==> config.mk <==
export PLATFORM = sky130hd
export DESIGN_NAME = fifo_burst_drain
export DESIGN_NICKNAME = d
export VERILOG_FILES = /design/src/rtl/fifo_burst_pkg.sv /design/src/rtl/fifo_burst_drain.sv
export SDC_FILE = /design/constraint.sdc
export NUM_CORES = 1
export LEC_CHECK = 0
export ABC_AREA = 1
export CORE_AREA = 5 5 105 58
export DETAILED_ROUTE_END_ITERATION = 8
export DIE_AREA = 0 0 110 63
export HOLD_SLACK_MARGIN = 0.03
export PLACE_DENSITY = 0.74
export SYNTH_ARGS = -nofsm -noshare
export SYNTH_HDL_FRONTEND = slang
export SYNTH_SLANG_ARGS = --single-unit
==> constraint.sdc <==
create_clock -name clk_i -period 1.5 [get_ports clk_i]
set_clock_uncertainty 0.05 [all_clocks]
set_input_delay 0.45 -clock clk_i [delete_from_list [all_inputs] [get_ports clk_i]]
set_output_delay 0.45 -clock clk_i [all_outputs]
set_load 0.005 [all_outputs]
==> src/rtl/fifo_burst_pkg.sv <==
// Shared types for the burst drain engine that empties an upstream FIFO in bursts.
// Holds the controller state encoding.
package fifo_burst_pkg;

    typedef enum logic {
        IDLE  = 1'b0,
        BURST = 1'b1
    } state_e;

endpackage

==> src/rtl/fifo_burst_drain.sv <==
// Drains an upstream FIFO in bursts of up to BURST_LEN beats, or a partial burst after TIMEOUT idle cycles.
// Latency 1 cycle from pop to valid_o; backpressure: beat is held while !ready_i and popping stops until it leaves.
module fifo_burst_drain
    import fifo_burst_pkg::*;
#(
    parameter int unsigned DATA_WIDTH = 32,
    parameter type         dtype      = logic [DATA_WIDTH-1:0],
    parameter int unsigned FIFO_DEPTH = 8,
    parameter int unsigned BURST_LEN  = 4,
    parameter int unsigned TIMEOUT    = 16,
    localparam int unsigned UW = (FIFO_DEPTH > 1) ? $clog2(FIFO_DEPTH) : 1,
    localparam int unsigned LW = $clog2(BURST_LEN + 1)
) (
    input  logic          clk_i,
    input  logic          rst_ni,
    input  logic          flush_i,
    input  logic          full_i,
    input  logic          empty_i,
    input  logic [UW-1:0] usage_i,
    input  dtype          data_i,
    output logic          pop_o,
    input  logic          ready_i,
    output logic          valid_o,
    output dtype          data_o,
    output logic          last_o,
    output logic [LW-1:0] len_o
);

    localparam int unsigned FW = $clog2(FIFO_DEPTH + 1);
    localparam int unsigned TW = (TIMEOUT > 1) ? $clog2(TIMEOUT) : 1;

    state_e        state_q;
    logic [TW-1:0] tmo_q;
    logic [LW-1:0] len_q;
    logic [LW-1:0] pop_cnt_q;
    logic          vld_q;
    logic          last_q;
    dtype          dat_q;

    logic [FW-1:0] fill;
    logic          full_trig;
    logic          part_trig;
    logic          hs;
    logic          pop;

    // usage_i wraps to zero when the FIFO is full, so full_i overrides it
    assign fill      = full_i ? FW'(FIFO_DEPTH) : FW'(usage_i);
    assign full_trig = (fill >= FW'(BURST_LEN));
    assign part_trig = !empty_i && (tmo_q == TW'(TIMEOUT - 1));
    assign hs        = vld_q && ready_i;
    assign pop       = rst_ni && !flush_i && (state_q == BURST) && !empty_i
                    && (pop_cnt_q < len_q) && (!vld_q || ready_i);

    always_ff @(posedge clk_i) begin
        if (!rst_ni) begin
            state_q   <= IDLE;
            tmo_q     <= '0;
            len_q     <= '0;
            pop_cnt_q <= '0;
            vld_q     <= 1'b0;
            last_q    <= 1'b0;
            dat_q     <= '0;
        end else if (flush_i) begin
            state_q   <= IDLE;
            tmo_q     <= '0;
            len_q     <= '0;
            pop_cnt_q <= '0;
            vld_q     <= 1'b0;
            last_q    <= 1'b0;
        end else begin
            case (state_q)
                IDLE: begin
                    if (full_trig) begin
                        state_q   <= BURST;
                        len_q     <= LW'(BURST_LEN);
                        pop_cnt_q <= '0;
                        tmo_q     <= '0;
                    end else if (part_trig) begin
                        state_q   <= BURST;
                        len_q     <= LW'(fill);
                        pop_cnt_q <= '0;
                        tmo_q     <= '0;
                    end else if (empty_i) begin
                        tmo_q <= '0;
                    end else begin
                        tmo_q <= tmo_q + TW'(1);
                    end
                end
                BURST: begin
                    if (pop) begin
                        dat_q     <= data_i;
                        vld_q     <= 1'b1;
                        last_q    <= (pop_cnt_q == len_q - LW'(1));
                        pop_cnt_q <= pop_cnt_q + LW'(1);
                    end else if (hs) begin
                        vld_q  <= 1'b0;
                        last_q <= 1'b0;
                    end
                    // the final beat can never overlap a pop, so the register empties here
                    if (hs && last_q) begin
                        state_q   <= IDLE;
                        tmo_q     <= '0;
                        pop_cnt_q <= '0;
                    end
                end
                default: state_q <= IDLE;
            endcase
        end
    end

    assign pop_o   = pop;
    assign valid_o = vld_q;
    assign data_o  = dat_q;
    assign last_o  = last_q;
    assign len_o   = len_q;

endmodule

* After elaboration in Yosys (flattened, before gate mapping)
Cells that the tools add are included.
** Cells by class
- Add/subtract/negate cells :: 3
- $lt $le $gt $ge :: 2
- Equal/unequal tests :: 5
- Multiplexer cells :: 20
- Bitwise gates (word level) :: 3
- Reduce and logical (&&, ||, !) cells :: 19
** Operators with widths (number)
- 4-bit 2-to-1 mux :: 5
- 3-bit 2-to-1 mux :: 6
- 1-bit logical AND :: 8
- 4-bit case mux with 2 select lines :: 1
- 1-bit 2-to-1 mux :: 6
- 3-bit case mux with 2 select lines :: 1
- 2-bit AND reduction :: 3
- 4-bit by 1-bit adder with 4-bit output (second input constant) :: 1
- 4-bit equality test (second input constant) :: 1
- 4-bit by 3-bit greater-or-equal comparator with 1-bit output (second input constant) :: 1
- 2-bit nonzero test :: 2
- 3-bit by 1-bit adder with 3-bit output (second input constant) :: 1
- 3-bit equality test :: 1
- 1-bit logical NOT :: 3
- 3-bit less-than comparator :: 1
- 3-bit by 2-bit != test with 1-bit output (second input constant) :: 1
- 3-bit != test (second input constant) :: 1
- 1-bit inverter :: 3
- 3-bit AND reduction :: 1
- 3-bit by 1-bit subtractor with 3-bit output (second input constant) :: 1
- 2-bit by 1-bit != test with 1-bit output (second input constant) :: 1
- 1-bit case mux with 2 select lines :: 1
- 2-bit OR reduction :: 1
- 1-bit logical OR :: 1
** Word-level totals
- Bits in registers :: 45
- Input port bits :: 41
- Output and inout bits :: 38
- Logic and storage cells :: 59

* Longest topological paths before layout
- Depth in word-level cells :: 9
- Mapped depth :: 10
- Depth with buffers taken out :: 9

* Worst setup path before layout
No wires, ideal clock.
- Kind :: flip-flop to output port
- Start :: register len_q[2] (netlist: len_o[2])
- End :: output pop_o
- Arrival :: 1.187 ns
- Data required time :: 1.000 ns
- Slack :: -0.187 ns
- Stages on the path, launching flop included :: 9
- Buffers on the path :: 1
- Path through :: dfxtp_1 > inv_1 > ha_1 > nor2_1 > nand2_1 > nor2_2 > nand2_2 > inv_2 > buf_4
** Between the ends
- Longest elaborated chain between the ends :: 3
** Ends and longest elaborated chain
- from (decl) :: RTL line fifo_burst_drain.sv:34 : logic [LW-1:0] len_q;
- from (signal assigned) :: RTL line fifo_burst_drain.sv:75 : len_q <= LW'(BURST_LEN);
- from (signal assigned) :: RTL line fifo_burst_drain.sv:80 : len_q <= LW'(fill);
- 3-bit less-than comparator :: RTL line fifo_burst_drain.sv:52 : && (pop_cnt_q < len_q) && (!vld_q || ready_i);
- 1-bit logical AND (2 in series) :: RTL line fifo_burst_drain.sv:52
- to (decl) :: RTL line fifo_burst_drain.sv:21 : output logic pop_o,
No other way between the ends.

* Final worst setup path
- Start :: input empty_i
- End :: output pop_o
** Between the ends
- Longest elaborated chain between the ends :: 4
** Ends and longest elaborated chain
- from (decl) :: RTL line fifo_burst_drain.sv:18 : input logic empty_i,
- 1-bit logical NOT :: RTL line fifo_burst_drain.sv:51 : assign pop = rst_ni && !flush_i && (state_q == BURST) && !empty_i
- 1-bit logical AND :: RTL line fifo_burst_drain.sv:51
- 1-bit logical AND (2 in series) :: RTL line fifo_burst_drain.sv:52
No other way between the ends.

==> out/metrics.yaml <==
global_routing:
  grt_first_pass_wirelength_mm: 8.26
  initial_antenna_violation_count: 0
  grt_usage_pct: 15.3
  globalRoute.totalOverflow: 0
  largest_net_degree_at_the_start_of_global_routing: 39
  grt_pass1_vias: 1715
yosys:
  synthCells: 248
  mappedNetlistArea_mm2: 0.00186
  seq_area_frac_synth_pct: 48.4
  unique_masters_post_synth: 24
  net_count_synth: 295
  syn-mean-instance-area_um2: 7.50
  number_of_warnings_printed_during_yosys_synthesis: 0
  synth.largest_area_cell: "dfxtp_1"
  synthTopCellsByArea: "dfxtp_1, nor2_1, nand2_1"
  synth_seq_cells: 45
  yosysTopAreaCellShare_pct: 48.4
setup_path:
  timing.setup.critical_path_class: "in2out"
  reg2reg_depth: 10
  timing.critical_path.fanout_max: 2
  reg2reg_setup_slack_ns: -0.23
  worstSetupStartpointType: "input port"
  cpPeakStageDelay_ns: 0.42
  timing.critical_path.slowest_stage_cell: "clkdlybuf4s50_1"
  startpoint: "empty_i"
  path_cells: "clkdlybuf4s50_1, nor2_1, nand2_1, nor2_2, nand2_2, inv_2, buf_6"
  critPathArrivalTime_ns: 1.42
  reg2reg_from: "len_o[1]"
  worst_ep_required_time_ns: 1.00
  critPathCapture: "pop_o"
  crit_path_end_kind: "output pin"
  timing.rr.end: "pop_cnt_q[2]"
clock_network:
  clkTransAtPathRegs_ns: 0.08
  number_of_h_tree_levels: 2
  tritoncts_clock_tree: "built"
  worst_skew_pair.late_latency_ns: 0.30
  post_cts_hold_buffer_count: 0
  numClockSinks: 45
  cts-buffers-inserted: 5
  cts.path.max_buffers: 2
  clk_root_buffer_cell: "clkbuf_8"
sta:
  grt_setup_unrepaired: "true"
  worst_slew_pin_slew_ns: 0.374
  slew_violations: 0
  post-route-period-util_pct: 128
  postLayoutSetupSlackWorst_ns: -0.424
  relSlewSlack_pct: 75.1
  timing_hold_violations_final: 0
  setup_viol: 38
  fin_tns_setup_ns: -6.17
  fmax_mhz: 520
  layout_min_cycle_time_ns: 1.92
pwr:
  power.net_switching_w: 0.000503
  vdd.ir_drop.worst_uv: 537
  switching_share_pct: 22.1
  power.combinational.fraction_pct: 11.3
  p_leak_nw: 1.34
  seq_power_share_pct: 53.0
  total_power_w: 0.00228
  ratio_of_total_power_to_cell_area_mw_per_mm2: 764
  clockPowerShare_pct: 35.7
  internal_power_w: 0.00178
placed_design:
  hpwl_mm: 3.91
  finalWeightedCongestion: 0.781
  postPlaceCellArea_mm2: 0.00284
  port-buffer-count: 78
floorplan:
  die_height_um: 63
  count_of_standard_cell_rows: 19
  fp.coreArea_mm2: 0.00516
  initial_core_util_pct: 36.1
  die_x_um: 110
  top_level_ports: 79
  fp.dieArea_mm2: 0.00693
drt:
  detail_route.wl_per_cell_um: 12.1
  routed_wirelength_mm: 5.12
  detailedRoute.firstPassIterationCount: 4
  detailedRoute.firstIterationViolations: 60
  final_antenna_violating_net_count: 0
  drt_drc_violations_left: 0
  vias_per_cell: 4.46
  routed-via-count: 1892
run_status:
  outcome: "finished with violations"
  failing_checks: "setup timing"
run:
  drv_cap: 0
finish:
  filler_cell_count: 527
  post-route-cell-area_mm2: 0.00298
  antenna-diode-count: 0
  relative_area_change_from_synthesis_to_final_layout_pct: 60.3
  post_route_cells_drive_above_1_share_pct: 20.2
  nNetsFinal: 397
min_path:
  whs_path_depth: 2
  hold_path_class: "reg2reg"
==> critical path: cells and delay by family <==
kind | cells | cell delay (ns)
buf+inv | 3 | 0.57
simple gates | 4 | 0.41
==> per-layer routing <==
metal	vias to the layer above	track usage, %	wire length, um
met3	5	5.99	522
li1	998	-	-
met5	-	0	0
met1	826	20.7	2410
met4	0	3.73	46
met2	63	22.6	2140
==> metrics by stage <==
step / std cells / hold WS, ns / utilization [%] / setup slack, ns
floorplan: 248 / 0.411 / - / -0.114
global placement: 412 / 0.412 / 55.0 / -0.941
detailed placement: 412 / 0.420 / 55.0 / -0.935
CTS: 424 / 0.435 / 57.3 / -0.464
global route: 424 / 0.456 / 57.8 / -0.532
finish: 424 / 0.429 / 57.8 / -0.424
==> worst min path at each step <==
stage | from | to | slack [ns]
after floorplan | tmo_q[2] | tmo_q[2] | 0.41
after global placement | data_o[31] | data_o[31] | 0.41
after detailed placement | data_o[1] | data_o[1] | 0.42
after CTS | data_o[1] | data_o[1] | 0.43
after global routing | data_o[23] | data_o[23] | 0.46
final | data_o[3] | data_o[3] | 0.43
==> cell usage after synthesis <==
library cell and n:
a22oi_1 1, a21oi_1 12, xor2_1 1, o21ai_0 14
xnor2_1 1, clkinv_1 1, nand4_1 1, nor2_1 74
nor2_4 1, buf_6 3, buf_4 3, ha_1 6
inv_1 14, o21bai_1 1, nor2_2 1, o21a_1 1
inv_2 2, clkbuf_1 4, o21ai_1 20, nand2_1 28
or2_2 1, nand3_1 12, nand2_2 1, dfxtp_1 45
==> flip-flops by register name, indices dropped and copies added (netlist names) <==
register and flops:
state_q 1, len_o 3, valid_o 1, tmo_q 4
last_o 1, data_o 32, pop_cnt_q 3
==> cell families (layout without fill, tap and decap cells) <==
family / count (synthesis) / in the layout / synth area share [%]
xor gates and xnor gates: 2 / 2 / 0.942
and+or+nand+nor: 119 / 119 / 25.8
AOI/OAI and AO/OA: 49 / 49 / 13.6
DFF: 45 / 45 / 48.4
buffers and inverters: 27 / 130 / 7.26
adders and majority gates: 6 / 6 / 4.03
==> power by group through the flow <==
| stage | Clock, W | Combinational, W | Sequential (W) |
|---|---|---|---|
| global placement | 0 | 0.000244 | 0.00124 |
| finish | 0.000813 | 0.000257 | 0.00121 |
| global route | 0.000912 | 0.000281 | 0.00121 |
| CTS | 0.000853 | 0.000249 | 0.00121 |
| detailed placement | 0 | 0.000247 | 0.00124 |
| floorplan | 0 | 0.0000796 | 0.00124 |
==> cell usage in the layout, fill, tap and decap left out, types with 2 or more instances in the layout <==
cell             netlist  layout
ha_1                   6       4
dlygate4sd2_1          0      34
nand2_2                1       4
buf_4                  3      27
clkbuf_8               0       7
dfxtp_1               45      31
a21oi_1               12      11
inv_1                 14      10
nand2_1               28      24
buf_6                  3       2
nor2_1                74      72
dfxtp_2                0      14
clkdlybuf4s15_1        0       2
nor2_2                 1       2
o21ai_0               14      14
nand3_1               12      12
nor2_4                 1       2
inv_2                  2       6
o21ai_1               20      20
clkdlybuf4s50_1        0      39
==> layout make-up <==
cell class | instances | area [um^2] | area share, %
timing repair buffer | 105 | 938 | 31.5
sequential | 45 | 918 | 30.8
multi-input combinational | 176 | 868 | 29.1
clock buffer | 7 | 96.3 | 3.23
tap | 73 | 91.3 | 3.06
inverter | 17 | 63.8 | 2.14
clock inverter | 1 | 5.00 | 0.168
==> what timing repair did <==
action / in CTS / in global routing
resized for setup: 65 / 12
setup buffers: 4 / 1
endpoints found under the hold margin: 0 / 0
pin swaps: 6 / 7
endpoints found under the setup margin: 76 / 45
(Power assumes the default switching activity.)
